[src/rtl/vend_dispense_ctrl.sv]
// Vending sequencer: coin credit, slot stock arbitration, timed motor pulse and
// coin-by-coin change payout through a request/ack hopper handshake.
module vend_dispense_ctrl #(
   parameter int unsigned SLOTS        = 4,
   parameter int unsigned STOCK_W      = 4,
   parameter int unsigned PRICE        = 3,
   parameter int unsigned CREDIT_MAX   = 6,
   parameter int unsigned MOTOR_CYCLES = 8,
   localparam int unsigned SelW        = $clog2(SLOTS)
) (
   input  logic               clk_i,
   input  logic               rst_i,
   input  logic               coin_valid_i,
   input  logic [1:0]         coin_val_i,
   input  logic               sel_valid_i,
   input  logic [SelW-1:0]    sel_slot_i,
   input  logic               cancel_i,
   input  logic               refill_i,
   input  logic [SelW-1:0]    refill_slot_i,
   input  logic [STOCK_W-1:0] refill_cnt_i,
   output logic [SLOTS-1:0]   motor_en_o,
   output logic               hopper_req_o,
   output logic [1:0]         hopper_coin_o,
   input  logic               hopper_ack_i,
   output logic               coin_reject_o,
   output logic               sold_out_o,
   output logic               vend_done_o,
   output logic               refund_done_o,
   output logic               busy_o,
   output logic [3:0]         credit_o
);

   localparam int unsigned CntW   = $clog2(MOTOR_CYCLES) + 1;
   localparam logic [3:0]  PriceC = 4'(PRICE);
   localparam logic [3:0]  MaxC   = 4'(CREDIT_MAX);

   typedef enum logic [1:0] {StIdle, StDispense, StChange, StDone} state_e;

   state_e               state_q;
   logic [3:0]           credit_q;
   logic [STOCK_W-1:0]   stock_q [SLOTS];
   logic [CntW-1:0]      motor_cnt_q;
   logic                 vended_q;
   logic [SLOTS-1:0]     motor_en_q;
   logic                 hopper_req_q;
   logic [1:0]           hopper_coin_q;
   logic                 coin_reject_q;
   logic                 sold_out_q;
   logic                 vend_done_q;
   logic                 refund_done_q;
   logic                 busy_q;

   logic [3:0]           coin_add;
   logic                 in_idle;
   logic                 cancel_take;
   logic [STOCK_W-1:0]   sel_stock;
   logic                 vend_take;
   logic [3:0]           credit_base;
   logic                 coin_take;
   logic [3:0]           credit_idle;
   logic [1:0]           change_coin;
   logic [3:0]           change_amt;

   always_comb begin
      coin_add = 4'd0;
      case (coin_val_i)
         2'b01:   coin_add = 4'd1;
         2'b10:   coin_add = 4'd2;
         default: coin_add = 4'd0;
      endcase
      in_idle     = (state_q == StIdle);
      cancel_take = in_idle && !refill_i && cancel_i;
      sel_stock   = stock_q[sel_slot_i];
      vend_take   = in_idle && !refill_i && !cancel_i && sel_valid_i &&
                    (credit_q >= PriceC) && (sel_stock != '0);
      // Coin limit is judged against credit after any same-cycle price deduction.
      credit_base = vend_take ? credit_q - PriceC : credit_q;
      coin_take   = in_idle && coin_valid_i && (coin_add != 4'd0) && !cancel_take &&
                    (credit_base + coin_add <= MaxC);
      credit_idle = coin_take ? credit_base + coin_add : credit_base;
      change_coin = (credit_q >= 4'd2) ? 2'b10 : 2'b01;
      change_amt  = (hopper_coin_q == 2'b10) ? 4'd2 : 4'd1;
   end

   always_ff @(posedge clk_i or posedge rst_i) begin
      if (rst_i) begin
         state_q       <= StIdle;
         credit_q      <= 4'd0;
         stock_q       <= '{default: '0};
         motor_cnt_q   <= '0;
         vended_q      <= 1'b0;
         motor_en_q    <= '0;
         hopper_req_q  <= 1'b0;
         hopper_coin_q <= 2'b00;
         coin_reject_q <= 1'b0;
         sold_out_q    <= 1'b0;
         vend_done_q   <= 1'b0;
         refund_done_q <= 1'b0;
         busy_q        <= 1'b0;
      end else begin
         coin_reject_q <= coin_valid_i && !coin_take;
         sold_out_q    <= 1'b0;
         vend_done_q   <= 1'b0;
         refund_done_q <= 1'b0;
         unique case (state_q)
            StIdle: begin
               credit_q <= credit_idle;
               if (refill_i) begin
                  stock_q[refill_slot_i] <= refill_cnt_i;
               end else if (cancel_i) begin
                  vended_q <= 1'b0;
                  busy_q   <= 1'b1;
                  if (credit_q == 4'd0) begin
                     state_q <= StDone;
                  end else begin
                     state_q       <= StChange;
                     hopper_req_q  <= 1'b1;
                     hopper_coin_q <= change_coin;
                  end
               end else if (sel_valid_i) begin
                  if (sel_stock == '0) begin
                     sold_out_q <= 1'b1;
                  end else if (vend_take) begin
                     stock_q[sel_slot_i] <= sel_stock - STOCK_W'(1);
                     vended_q            <= 1'b1;
                     busy_q              <= 1'b1;
                     state_q             <= StDispense;
                     motor_en_q          <= SLOTS'(1) << sel_slot_i;
                     motor_cnt_q         <= CntW'(MOTOR_CYCLES - 1);
                  end
               end
            end
            StDispense: begin
               if (motor_cnt_q == '0) begin
                  motor_en_q <= '0;
                  if (credit_q != 4'd0) begin
                     state_q       <= StChange;
                     hopper_req_q  <= 1'b1;
                     hopper_coin_q <= change_coin;
                  end else begin
                     state_q <= StDone;
                  end
               end else begin
                  motor_cnt_q <= motor_cnt_q - CntW'(1);
               end
            end
            StChange: begin
               if (hopper_req_q) begin
                  if (hopper_ack_i) begin
                     credit_q     <= credit_q - change_amt;
                     hopper_req_q <= 1'b0;
                     if (credit_q == change_amt) begin
                        state_q       <= StDone;
                        hopper_coin_q <= 2'b00;
                     end
                  end
               end else begin
                  // One-cycle gap after each paid coin, then request the next one.
                  hopper_req_q  <= 1'b1;
                  hopper_coin_q <= change_coin;
               end
            end
            StDone: begin
               vend_done_q   <= vended_q;
               refund_done_q <= !vended_q;
               vended_q      <= 1'b0;
               busy_q        <= 1'b0;
               state_q       <= StIdle;
            end
            default: state_q <= StIdle;
         endcase
      end
   end

   assign motor_en_o    = motor_en_q;
   assign hopper_req_o  = hopper_req_q;
   assign hopper_coin_o = hopper_coin_q;
   assign coin_reject_o = coin_reject_q;
   assign sold_out_o    = sold_out_q;
   assign vend_done_o   = vend_done_q;
   assign refund_done_o = refund_done_q;
   assign busy_o        = busy_q;
   assign credit_o      = credit_q;

endmodule

[config.mk]
export PLATFORM = sky130hd
export DESIGN_NAME = vend_dispense_ctrl
export DESIGN_NICKNAME = d
export VERILOG_FILES = /design/src/rtl/vend_dispense_ctrl.sv
export SDC_FILE = /design/constraint.sdc
export NUM_CORES = 1
export LEC_CHECK = 0
export BUFFER_PORTS_ARGS = -buffer_cell sky130_fd_sc_hd__buf_2
export CAP_MARGIN = 20
export CORE_ASPECT_RATIO = 0.6
export CORE_UTILIZATION = 40
export DETAILED_ROUTE_END_ITERATION = 10
export PLACE_DENSITY_LB_ADDON = 0.1
export SYNTH_ARGS = -nofsm -noshare
export SYNTH_HDL_FRONTEND = slang
export SYNTH_SLANG_ARGS = --single-unit
[constraint.sdc]
create_clock -name clk_i -period 6.65 [get_ports clk_i]
set_clock_uncertainty 0.1 [all_clocks]
set_input_delay 0.3325 -clock clk_i [delete_from_list [all_inputs] [get_ports clk_i]]
set_output_delay 0.3325 -clock clk_i [all_outputs]
set_load 0.02 [all_outputs]
# Word-level counts from Yosys, hierarchy flattened
# Index checks and enable logic that the tools add are counted.
[word_totals]
ff_bits = 39
latch_bits = 0
ram_bits = 0
rom_bits = 0
inputBits = 17
output_inout_bits = 16
word_cells = 178
n_memories = 0
[classes]
addsub = 5
multipliers = 0
div_mod_pow = 0
order_cmp = 7
eq_ne = 27
shift = 1
muxes = 81
n_bitwise = 2
reduce_logical = 39
[op_table]
columns = ["operator", "count"]
rows = [
  ["$mux W16", 5],
  ["$mux W4", 20],
  ["$mux W2", 19],
  ["$bwmux W16", 2],
  ["$ne A2 B2 Y1 const B", 13],
  ["$pmux W4 S2", 3],
  ["$mux W1", 23],
  ["$demux W4 S2", 2],
  ["$reduce_and A8 Y1", 2],
  ["$reduce_and A7 Y1", 2],
  ["$logic_and A1 B1 Y1", 13],
  ["$logic_not A4 Y1", 3],
  ["$ne A3 B3 Y1 const B", 4],
  ["$reduce_bool A4 Y1", 3],
  ["$reduce_and A5 Y1", 2],
  ["$reduce_bool A2 Y1", 5],
  ["$bmux W4 S2", 1],
  ["$eq A2 B2 Y1 const B", 4],
  ["$ge A4 B2 Y1 const B", 2],
  ["$pmux W2 S4", 1],
  ["$sub A4 B1 Y4 const B", 2],
  ["$ge A3 B3 Y1 const B", 2],
  ["$lt A3 B1 Y1 const B", 2],
  ["$not A2 Y3", 2],
  ["18 further kinds", 25],
]

# Longest topological paths before layout
[logic_depth]
depth_word = 12
depth_mapped = 16

# Least setup slack after synthesis
# OpenSTA, ideal clock, no wires.
[synth_timing]
path_type = "in2reg"
start = "input port sel_slot_i[0]"
end = "register credit_q[2], in the netlist credit_o[2]"
setup_ns = 0.126
arrival_time_ns = 3.403
slack_ns = 3.021
stages = 14
path_buffers = 2
path_cell_list = "buf_2 -> mux4_1 -> inv_1 -> ha_1 -> nand4_1 -> nand3_4 -> buf_2 -> xnor2_1 -> ha_1 -> fa_1 -> a21oi_1 -> a21oi_1 -> o22ai_1 -> a221o_1"
[synth_between]
elab_chain_cells = 12
[synth_lines]
columns = ["element", "line_no", "rtl"]
rows = [
  ["from (decl)", "16", "input logic [SelW-1:0] sel_slot_i,"],
  ["$not A2 Y3 (not written as such) *", "73", "sel_stock = stock_q[sel_slot_i];"],
  ["$bmux W4 S2 *", "73", ""],
  ["$mux W4 (not written as such) * (2 in series)", "73", ""],
  ["$reduce_bool A4 Y1 *", "75", "(credit_q >= PriceC) && (sel_stock != '0);"],
  ["$logic_and A1 B1 Y1 *", "75", ""],
  ["$mux W4 *", "77", "credit_base = vend_take ? credit_q - PriceC : credit_q;"],
  ["$add A4 B4 Y4", "79, 80", ""],
  ["$le A4 B3 Y1", "79", "(credit_base + coin_add <= MaxC);"],
  ["$logic_and A1 B1 Y1", "78", "coin_take = in_idle && coin_valid_i && (coin_add != 4'd0) && !cancel_take &&"],
  ["$mux W4 *", "80", "credit_idle = coin_take ? credit_base + coin_add : credit_base;"],
  ["$pmux W4 S2 *", "105", "unique case (state_q)"],
  ["to (signal assigned)", "107", "credit_q <= credit_idle;"],
  ["to (signal assigned)", "150", "credit_q <= credit_q - change_amt;"],
  ["to (decl)", "40", "logic [3:0] credit_q;"],
]
# Mark *: on every way between the ends. The rest lies on a longest branch, timed or not. The select of a mux whose other input is x is not followed.
# A chain may end at the register's enable or synchronous reset.

# Worst setup path after layout
[layout_timing]
start = "register stock_q[4] (netlist name)"
end = "register credit_q[2], in the netlist credit_o[2]"
[layout_between]
elab_chain_cells = 11
[layout_lines]
columns = ["element", "line_no", "rtl"]
rows = [
  ["from (decl)", "41", "logic [STOCK_W-1:0] stock_q [SLOTS];"],
  ["from (signal, indexed assignment)", "109", "stock_q[refill_slot_i] <= refill_cnt_i;"],
  ["from (signal, indexed assignment)", "124", "stock_q[sel_slot_i] <= sel_stock - STOCK_W'(1);"],
  ["$bmux W4 S2 *", "73", ""],
  ["$mux W4 (not written as such) * (2 in series)", "73", ""],
  ["$reduce_bool A4 Y1 *", "75", ""],
  ["$logic_and A1 B1 Y1 *", "75", ""],
  ["$mux W4 *", "77", ""],
  ["$add A4 B4 Y4", "79, 80", ""],
  ["$le A4 B3 Y1", "79", ""],
  ["$logic_and A1 B1 Y1", "78", ""],
  ["$mux W4 *", "80", ""],
  ["$pmux W4 S2 *", "105", ""],
]
# Marked as above.

==> metrics.yaml <==
setup_violations: 0
postRouteAntennaNets: 0
timing.hold.ws_ps: 57.3
track_usage_pct: 21.5
powerDensity_nw_per_um2: 430
dp_hpwl_um: 5100
yosysUniqueCellTypes: 50
grt_antenna_before_repair: 0
die_width_um: 107
hold_buffers: 0
synthDominantCellAreaShare_pct: 36.9
drive_above_1_share_pct: 15.7
outcome: "complete, no violations"
clk_path_buf_depth: 2
avgSynthCellArea_um2: 9.08
cp.arrival_ps: 3810
worst-r2r-cell-count: 11
leakagePower_nw: 1.34
n_antenna_cell: 0
setup_tns_ps: 0
grt_pass1_wl_um: 11400
synthXorXnorAreaFrac_pct: 2.61
hold_viol: 0
cts_root_buf: "clkbuf_8"
rsz0062_at_grt: "no"
cts_tree: "done"
startpoint_type: "flip-flop"
cts_buffers: 5
drv_slew: 0
portBuffers: 32
die_height_um: 64.9
maxCapViolCount: 0
syn_nets: 327
io_pins: 33
clkSinkCount: 39
cp_max_fo: 14
overflow: 0
cts-resized-gates: 0
netlist_top_cells_area: "dfrtp_1 37%, ha_1 8.1%, nand2_1 6.1%, o21ai_0 4.2%, a21oi_1 4.0%"
ir_worst_vdd_mv: 0.183
syn_to_final_growth_pct: 12.5
insertion_delay_ps: 290
fin_nets: 359
drt_pass1_iterations: 4
rows: 22
netlist_instances: 291
drtIter0Drc: 131
worst_setup_path_end_kind: "flip-flop"
grt_pass1_vias: 2209
drt_wl_total_um: 6710
clk_pin_slew_ps: 80
synth_top_area_cell: "dfrtp_1"
place_congestion: 0.889
rr_endpoint: "credit_o[2]"
start_util_pct: 42.3
drc: 0
r2r_slack_ps: 2920
coreArea_um2: 6250
fmax_mhz: 268
cts_max_level: 2
relSlewSlack_pct: 61.2
tightest_slew_ps: 578
netlist_area_um2: 2640
yosysSeqAreaShare_pct: 36.9
synth_compound_area_share_pct: 21.9
worst-setup-path-type: "flip-flop to flip-flop"
cts_setup_buffers: 0
synth_mux_area_share_pct: 6.30
synth_top_family_by_area: "compound AO/OA/AOI/OAI gates"
synth-adder-area-share_pct: 9.57
min_period_ps: 3730
ys_ff_latch: 39
synth-simple-area-share_pct: 18.0
grt_max_degree: 40
finalCritPeriodShare_pct: 56.0
avgRoutedWirePerCell_um: 16.4
die_area_um2: 6940
r2r-start: "stock_q[4]"
crit_required_ps: 6730
vias_per_cell: 5.48
ys_warn_count: 0
hold_path.class: "primary input to asynchronous set/reset pin"
vias: 2237
kinds of logic after synthesis:
| group | count (synthesis) |
|---|---|
| compound gates | 86 |
| xor+xnor | 7 |
| buf+inv | 30 |
| flops | 39 |
| simple gates | 98 |
| mux | 12 |
| fa+ha+maj | 19 |
flip-flops by register name, indices dropped and copies added (netlist names), 2 cells and up:
register,count
state_q,2
motor_en_o,4
stock_q,16
motor_cnt_q,4
credit_o,4
hopper_coin_o,2
where the power goes:
group          leakage, nW  switching (mW)  internal (mW)  total, mW
logic                0.804           0.418          0.255      0.672
clock network       0.0515          0.0842         0.0948      0.179
registers            0.487          0.0964          0.331      0.428
metal layers:
layer | global-route usage (%) | vias up | share of wire, %
li1 | - | 1101 | -
met1 | 34.7 | 1057 | 58
met2 | 27.3 | 73 | 34
met3 | 6.04 | 6 | 7.2
met4 | 4.28 | 0 | 0.72
met5 | 0 | - | 0
cell usage in the layout, fill, tap and decap left out, drive strengths merged, types with 5 or more instances in the layout:
| cell type | instances |
|---|---|
| ha | 17 |
| buf | 33 |
| nand2 | 43 |
| nor3 | 6 |
| dfrtp | 39 |
| inv | 22 |
| xnor2 | 5 |
| nand3 | 6 |
| nor2 | 21 |
| o22a | 9 |
| o21ai | 26 |
| mux2i | 9 |
| clkbuf | 8 |
| a21oi | 21 |
synthesized netlist by cell type (all sizes together):
cell type	count
nor2b	3
nor4	2
xnor2	5
nand3	6
o22a	9
nor3	6
xor2	2
or2	3
o221ai	3
fa	2
a32o	1
inv	22
clkbuf	3
nand4bb	1
dfrtp	39
nand2b	3
and2	2
nand3b	1
o21a	4
a221o	3
nand2	43
and3	1
a31oi	2
a21oi	21
and4	1
o41ai	4
nand4	2
ha	17
nor2	21
nor3b	3
mux2	1
a21boi	1
mux2i	9
mux4	2
a22oi	1
a211oi	1
o22ai	2
o21ai	26
o31ai	3
a311oi	1
a22o	4
buf	5
worst max-delay path by stage:
stage / startpoint / endpoint / slack, ps / depth (start not counted)
global placement: sel_slot_i[0] / credit_o[2] / 2860 / 12
floorplan: sel_slot_i[0] / credit_o[2] / 3020 / 14
global route: stock_q[8] / credit_o[3] / 2740 / 12
detailed placement: sel_slot_i[0] / credit_o[3] / 2720 / 12
CTS: stock_q[4] / credit_o[2] / 2940 / 11
finish: stock_q[4] / credit_o[2] / 2920 / 11
per-stage QoR:
step,power (mW),setup WS (ps),cell area [um2],utilization (%),instances
floorplan,0.899,3020,2640,-,291
global placement,1.09,2860,2870,46.0,400
detailed placement,1.09,2720,2870,46.0,400
CTS,1.28,2940,2970,47.6,408
global route,1.39,2740,2970,47.6,408
finish,1.28,2920,2970,47.6,408
area by class of cell:
cell class / instances / area (um2)
inverters: 22 / 82.6
flip-flops and latches: 39 / 976
clock buffers: 8 / 100
fillers: 614 / 3280
repair buffers: 33 / 168
well taps: 84 / 105
multi-input cells: 222 / 1540
worst max-delay path: stages (launching register included):
cell	delay (ps)
dfrtp_1	410
mux4_1	630
inv_1	130
ha_1	180
nand4_1	220
nand3_4	280
mux2_2	410
fa_1	570
a21oi_1	80
a21oi_1	150
o22ai_1	90
a221o_1	350
(Power assumes the default switching activity.)
